File: config.mk
export PLATFORM = sky130hd
export DESIGN_NAME = dmux_stream
export DESIGN_NICKNAME = d
export VERILOG_FILES = /design/src/rtl/dmux_pkg.sv /design/src/rtl/dmux_slot.sv /design/src/rtl/dmux_stream.sv
export SDC_FILE = /design/constraint.sdc
export NUM_CORES = 1
export LEC_CHECK = 0
export CELL_PAD_IN_SITES_DETAIL_PLACEMENT = 0
export CELL_PAD_IN_SITES_GLOBAL_PLACEMENT = 1
export CORE_UTILIZATION = 34
export DETAILED_ROUTE_END_ITERATION = 12
export HOLD_SLACK_MARGIN = 0.12
export PLACE_DENSITY_LB_ADDON = 0.1
export SYNTH_ARGS = -nofsm -noshare
export SYNTH_HDL_FRONTEND = slang
export SYNTH_SLANG_ARGS = --single-unit
File: constraint.sdc
create_clock -name clk -period 1.9 [get_ports clk]
set_input_delay 0.19 -clock clk [delete_from_list [all_inputs] [get_ports clk]]
set_output_delay 0.19 -clock clk [all_outputs]
set_load 0.02 [all_outputs]
File: src/rtl/dmux_pkg.sv
// Shared types and helpers for the stream demultiplexer.
// Slot state encoding, drop counter width and a constant-foldable clog2.
package dmux_pkg;

  typedef enum logic {
    EMPTY = 1'b0,
    FULL  = 1'b1
  } slot_state_e;

  localparam int DROP_CNT_W = 8;

  function automatic int clog2(input int n);
    int r;
    r = 0;
    while ((1 << r) < n) r++;
    return r;
  endfunction

endpackage

File: src/rtl/dmux_slot.sv
// One-entry output slot: loaded data is visible the next cycle (latency 1).
// A drain and a load on the same edge keep the slot FULL with the new payload.
module dmux_slot
  import dmux_pkg::*;
#(
  parameter int WIDTH = 16
) (
  input  logic             clk,
  input  logic             rst_n,
  input  logic             load,
  input  logic             drain,
  input  logic [WIDTH-1:0] d,
  output logic [WIDTH-1:0] q,
  output logic             full
);

  slot_state_e      state_q, state_d;
  logic [WIDTH-1:0] data_q,  data_d;

  always_comb begin
    state_d = state_q;
    data_d  = data_q;
    if (load) begin
      state_d = FULL;
      data_d  = d;
    end else if (drain) begin
      // Draining an EMPTY slot leaves it EMPTY; data is held for consumers to ignore.
      state_d = EMPTY;
    end
  end

  always_ff @(posedge clk or negedge rst_n) begin
    if (!rst_n) begin
      state_q <= EMPTY;
      data_q  <= '0;
    end else begin
      state_q <= state_d;
      data_q  <= data_d;
    end
  end

  assign q    = data_q;
  assign full = (state_q == FULL);

endmodule

File: src/rtl/dmux_stream.sv
// Valid/ready demux into CHANNELS one-entry slots, unicast or broadcast, latency 1.
// in_ready is combinational on out_ready; out-of-range selectors are dropped and counted.
module dmux_stream
  import dmux_pkg::*;
#(
  parameter  int WIDTH    = 16,
  parameter  int CHANNELS = 8,
  localparam int SEL_W    = (clog2(CHANNELS) < 1) ? 1 : clog2(CHANNELS)
) (
  input  logic                      clk,
  input  logic                      rst_n,
  input  logic                      in_valid,
  output logic                      in_ready,
  input  logic [WIDTH-1:0]          in_data,
  input  logic [SEL_W-1:0]          in_sel,
  input  logic                      in_bcast,
  output logic [CHANNELS-1:0]       out_valid,
  input  logic [CHANNELS-1:0]       out_ready,
  output logic [CHANNELS*WIDTH-1:0] out_data,
  output logic                      err,
  output logic [DROP_CNT_W-1:0]     drop_count
);

  localparam int SEL_SPAN = 1 << SEL_W;

  logic [CHANNELS-1:0]   slot_full;
  logic [CHANNELS-1:0]   slot_free;
  logic [SEL_SPAN-1:0]   free_pad;
  logic [CHANNELS-1:0]   load;
  logic                  in_range;
  logic                  accept;
  logic                  drop;
  logic                  err_q,      err_d;
  logic [DROP_CNT_W-1:0] drop_cnt_q, drop_cnt_d;

  always_comb begin
    slot_free = ~slot_full | out_ready;
    // Pad so an out-of-range selector still indexes a defined bit.
    free_pad                 = '0;
    free_pad[CHANNELS-1:0]   = slot_free;
    in_range = int'(in_sel) < CHANNELS;

    if (in_bcast)      in_ready = &slot_free;
    else if (in_range) in_ready = free_pad[in_sel];
    else               in_ready = 1'b1;

    accept = in_valid && in_ready;
    drop   = accept && !in_bcast && !in_range;

    load = '0;
    for (int i = 0; i < CHANNELS; i++) begin
      load[i] = accept && (in_bcast || (in_range && (in_sel == SEL_W'(i))));
    end
  end

  always_comb begin
    err_d      = drop;
    drop_cnt_d = drop_cnt_q;
    if (drop && (drop_cnt_q != '1)) drop_cnt_d = drop_cnt_q + DROP_CNT_W'(1);
  end

  always_ff @(posedge clk or negedge rst_n) begin
    if (!rst_n) begin
      err_q      <= 1'b0;
      drop_cnt_q <= '0;
    end else begin
      err_q      <= err_d;
      drop_cnt_q <= drop_cnt_d;
    end
  end

  for (genvar g = 0; g < CHANNELS; g++) begin : g_slot
    dmux_slot #(.WIDTH(WIDTH)) u_slot (
      .clk   (clk),
      .rst_n (rst_n),
      .load  (load[g]),
      .drain (out_ready[g]),
      .d     (in_data),
      .q     (out_data[g*WIDTH +: WIDTH]),
      .full  (slot_full[g])
    );
  end

  assign out_valid  = slot_full;
  assign err        = err_q;
  assign drop_count = drop_cnt_q;

endmodule

==> impl_metrics.toml, run 1 <==
[cts]
cts-buffers-inserted = 17
root_buffer = "clkbuf_16"
cts_max_level = 4
clk_pin_slew_ns = 0.05
clock-sinks = 136
clock_latency_ns = 0.41
cts_tree = "built"
cts_buffer_depth = 2

[placement]
place.gp.congestion = 0.874
place_ws_ns = -0.512
io_buffers = 167
dp_hpwl_um = 10200

[finish]
finish.utilization_pct = 57.3
drive_gt1_share_pct = 41.0
antenna_cells = 0
nets = 596
area_growth_pct = 62.3

[yosys]
synth_cells = 338
synth_simple_gate_area_share_pct = 4.09
ys_top_cells_by_area = "dfrtp_1, mux2_2, buf_4, nand2b_1, buf_6"
synth_xor_xnor_area_share_pct = 0
yosys_warnings = 0
async_flop_share_pct = 100
yosysMostFrequentCell = "dfrtp_1"
syn_area_um2 = 5440
ys_seq_area_share_pct = 62.5
synth_top_family_by_area = "multiplexers"
ys_seq_elements = 136
synth_edf_count = 0
synth.distinct_cells = 26
synth_common_cells = "dfrtp_1, mux2_2, buf_4"
synth_flop_cell = "dfrtp_1"
synthAdderAreaFrac_pct = 0
avgSynthCellArea_um2 = 16.1
synth_top_area_cell = "dfrtp_1"
synth-compound-area-share_pct = 2.94
synth_mux_area_share_pct = 26.5
synth_top_area_share_pct = 62.5

[timing]
setup_slack_ns = -0.0269
hold_viol = 0
fmax_ghz = 0.519
slew_viol_final = 0
finalSetupViolations = 16
finalClockSkew_ns = 0.00460
final.min_clock_period_ns = 1.93
rsz0062_at_grt = "yes"
tns_ns = -0.216
min_period_over_period_pct = 101

[power_and_ir_drop]
p_leak_nw = 3.87
powerDensity_nw_per_um2 = 1840
power_mw = 16.2
worst_ir_drop_vdd_v = 0.00101

[detailed_routing]
ant_nets = 0
wl_per_cell_um = 20.0
drc_errors = 0
drt_wl_total_um = 15700
routed_via_density = 4.62
dr.first_iter.drc_count = 81
dr.pass1.iters = 4
num_vias = 3628

[worst_setup_path]
cpMaxStageDelayCell = "dfrtp_1"
cp_max_fo = 10
crit_path_max_incr_delay_ns = 0.41
crit_arrival_ns = 2.23
crit_type = "register to register"
crit_required_ns = 2.20
critical_path.cell_chain = "nand2b_4, o22ai_2, or3_4, o31ai_4, buf_12, mux2_2"
cp-start-kind = "register"
critPathCaptureType = "register"
path_buf_inv = 1
crit_family = "simple AND/OR/NAND/NOR gates"

[floorplanning]
start_util_pct = 35.3
die_w_um = 129
ios = 177
die_area_um2 = 16500
chipHeight_um = 129
fp-row-count = 45
fp.coreArea_um2 = 15400

[global_routing]
grt-busiest-layer = "met2"
grtUsageMet2_pct = 30.2
globalRouteTotalUtil_pct = 19.1
antenna_found_initial = 0
globalRouteMet3Util_pct = 5.57
grt_pass1_wl_um = 22800
grt-ovfl-total = 0
grt_pass1_vias = 3766
met1_usage_pct = 24.3
grt_max_degree = 47

[run_status]
violations = "negative setup slack"
status = "complete, but fails checks"

[hold_path]
hold_class = "primary input to asynchronous set/reset pin"

[flow_run]
maxCapViolCount = 0
-- worst paths after layout --
check                                             from                      to  slack, ns  cells past startpoint
worst max-delay path             g_slot[2].u_slot.full   g_slot[2].u_slot.q[3]      -0.03                      6
worst min-delay path                             rst_n  g_slot[1].u_slot.q[13]       0.26                      2
worst max register to register   g_slot[2].u_slot.full   g_slot[2].u_slot.q[3]      -0.03                      6
worst min register to register  g_slot[7].u_slot.q[12]  g_slot[7].u_slot.q[12]       0.49                      1
max in group asynchronous                        rst_n   g_slot[7].u_slot.q[0]       0.96                      3
min in group clk                          out_ready[0]   g_slot[0].u_slot.full       0.44                      3
-- sequential cells by signal, indices dropped and copies added, names as in the netlist --
name and flops:
g_slot.u_slot.q 128, g_slot.u_slot.full 8
-- per-stage QoR --
stage / hold WS, ns / std cells / cell area [um2]
finish: 0.261 / 786 / 8830
global route: 0.290 / 786 / 8830
CTS: 0.255 / 775 / 8380
detailed placement: 0.139 / 741 / 7720
global placement: 0.141 / 741 / 7720
floorplan: -0.106 / 346 / 5540
-- report_power, final --
group          switching [mW]  internal (mW)
Sequential              0.821           4.34
Combinational            3.57           4.49
Clock                    1.13           1.85
Total                    5.53           10.7
-- layout make-up --
cell class              count  area, um2
clock inverters             3       15.0
well taps                 211        264
fillers                  1279       6600
multi-input cells         184       2260
repair buffers            225       2370
flip-flops and latches    136       3400
clock buffers              26        519
inverters                   1       3.75
-- layout by cell type (no fill, tap or decap), types with 3 or more instances in the layout --
| master | n |
|---|---|
| o31ai_4 | 5 |
| nand2b_1 | 7 |
| conb_1 | 9 |
| clkbuf_1 | 3 |
| mux2_4 | 73 |
| clkbuf_16 | 20 |
| o221ai_4 | 3 |
| clkbuf_8 | 6 |
| clkinv_2 | 3 |
| mux2_2 | 51 |
| buf_6 | 10 |
| clkdlybuf4s50_1 | 163 |
| nand2_1 | 4 |
| mux2_1 | 4 |
| nand2b_4 | 7 |
| buf_4 | 33 |
| dfrtp_1 | 136 |
| buf_12 | 12 |
-- cell families (layout without fill, tap and decap cells) --
kind of cell           Yosys count  in the layout
and+or+nand+nor                 35             35
DFF                            136            136
AOI/OAI and AO/OA               12             12
buffers and inverters           26            255
other                            1              9
muxes                          128            128
-- layer usage --
metal  vias up  wire length, um
met5         -                0
met4         0              295
met3        23              858
met2       109             7630
met1      1853             6950
li1       1643                -
-- timing repair --
action	CTS	global route
buffers inserted	3	8
gates cloned	1	3
setup endpoints to repair	69	129
resized for setup	23	69
hold buffers	1	0
hold endpoints to repair	93	0
pin swaps	5	8
(Power assumes the default switching activity.)
==> inputs of run 2 (changes only) <==
- clock period: 1.9 -> 1.75 ns (I/O delays scaled with it)
==> run 2 against run 1 <==
Highest routed layer unchanged. First-iteration DRC count up 22%. Largest power group unchanged. Critical endpoint is now g_slot[3].u_slot.q[1]. Sequential power up 8.9%. Non-clock buffer count increased by 4. The run still ends with negative setup slack left.
==> impl_metrics.toml, run 2 (synthesis gave the netlist of run 1 again) <==
[worst_setup_path]
crit_arrival_ns = 2.27
critPathCaptureType = "register"
rr_startpoint = "g_slot[3].u_slot.full"
crit_type = "register to register"
cp-start-kind = "register"
crit_required_ns = 2.05
cp_max_fo = 17
startpoint = "g_slot[3].u_slot.full"

[power_and_ir_drop]
power_frac_seq_pct = 31.3
power_frac_comb_pct = 48.8
internal-power_mw = 11.9
worst_ir_drop_vdd_v = 0.00107
switching_power_mw = 6.00
p_leak_nw = 3.92
p_clk_share_pct = 19.9
switching_share_pct = 33.4
powerDensity_nw_per_um2 = 2020
power_mw = 17.9

[detailed_routing]
dr.first_iter.drc_count = 99
drt_wl_total_um = 15200
drc_errors = 0
num_vias = 3660
routed_via_density = 4.62
dr.pass1.iters = 4
wl_per_cell_um = 19.2
ant_nets = 0

[finish]
area_growth_pct = 63.0
largest_reg_flops = 128
drive_gt1_share_pct = 41.5
finish.utilization_pct = 57.5
most-common-layout-cells = "clkdlybuf4s50_1, dfrtp_1, mux2_4"
nets = 600
antenna_cells = 0
layout_commonest_cell = "clkdlybuf4s50_1"
fillers = 1270
fin_cells = 792

[timing]
fmax_ghz = 0.507
finalSetupViolations = 130
slew_viol_final = 0
finalClockSkew_ns = 0.0111
final.min_clock_period_ns = 1.97
hold_viol = 0
hold_slack_ns = 0.293
min_period_over_period_pct = 113
worstMarginPinSlew_ns = 0.526
relSlewSlack_pct = 65.0
setup_slack_ns = -0.222
rsz0062_at_grt = "yes"

[global_routing]
globalRouteTotalUtil_pct = 19.8
grt_pass1_vias = 4035
grt_max_degree = 57
grt-ovfl-total = 0
antenna_found_initial = 0
grt_pass1_wl_um = 23800

[placement]
io_buffers = 167
place_inst = 745
place.gp.congestion = 0.821
dp_hpwl_um = 10000

[floorplanning]
die_area_um2 = 16500
die_w_um = 129
chipHeight_um = 129
fp.coreArea_um2 = 15400
ios = 177
fp-row-count = 45
start_util_pct = 35.3

[cts]
cts-buffers-inserted = 17
cts_max_level = 4
clk_pin_slew_ns = 0.06
cts_buffer_depth = 2
clock_latency_ns = 0.41
root_buffer = "clkbuf_16"
cts_tree = "built"
clock-sinks = 136

[run_status]
violations = "negative setup slack"
status = "complete, but fails checks"

[flow_run]
maxCapViolCount = 0

[hold_path]
hold_class = "primary input to asynchronous set/reset pin"
==> run 2: critical path, cell delays in order, from the launching register on <==
cell and delay, ns:
dfrtp_1 0.38, nand2b_1 0.14, o22ai_2 0.11, or3_4 0.41
o31ai_4 0.23, buf_12 0.23, mux2_2 0.35
==> run 2: layout make-up <==
type / count / area, um2 / share of cell area, %
Multi-Input combinational cell: 184 / 2280 / 25.7
Inverter: 1 / 3.75 / 0.0423
Tap cell: 211 / 264 / 2.98
Sequential cell: 136 / 3400 / 38.4
Clock inverter: 8 / 121 / 1.37
Clock buffer: 23 / 468 / 5.28
Timing Repair Buffer: 229 / 2330 / 26.2
==> run 2: final timing paths <==
path                                          end  slack (ns)  cells past startpoint
max                         g_slot[3].u_slot.q[1]       -0.22                      6
min                         g_slot[4].u_slot.q[8]        0.29                      2
max reg2reg                 g_slot[3].u_slot.q[1]       -0.22                      6
min reg2reg                g_slot[7].u_slot.q[15]        0.50                      1
min in group clk            g_slot[5].u_slot.full        0.44                      3
max in group asynchronous   g_slot[2].u_slot.q[5]        0.82                      3
==> run 2: power by group through the flow <==
stage | clock, mW | combinational (mW) | sequential [mW]
6_report | 3.57 | 8.75 | 5.62
5_1_grt | 3.82 | 9.19 | 5.83
4_1_cts | 3.67 | 8.73 | 5.62
3_5_place_dp | 0 | 8.04 | 5.61
3_3_place_gp | 0 | 8.00 | 5.55
2_1_floorplan | 0 | 2.13 | 7.38
==> run 2: metal layers <==
metal | track usage, % | wire (um)
met3 | 6.07 | 734
met1 | 25.2 | 6810
met5 | 0 | 0
met2 | 31.6 | 7440
met4 | 7.61 | 252
==> run 2: what timing repair did <==
item | in CTS | in global routing
endpoints found under the setup margin | 130 | 134
cloned | 2 | 0
pin swaps | 7 | 1
resized for setup | 92 | 23
buffers inserted | 12 | 4
hold buffers | 1 | 0
hold endpoints to repair | 51 | 0
==> run 2: through the flow <==
step	cell area [um2]	setup TNS (ns)	worst slack (ns)
after floorplan	5560	-13.35	-0.265
after global placement	7740	-67.56	-0.581
after detailed placement	7740	-74.07	-0.624
after CTS	8790	-12.47	-0.225
after global routing	8870	-24.90	-0.277
final	8870	-15.56	-0.222
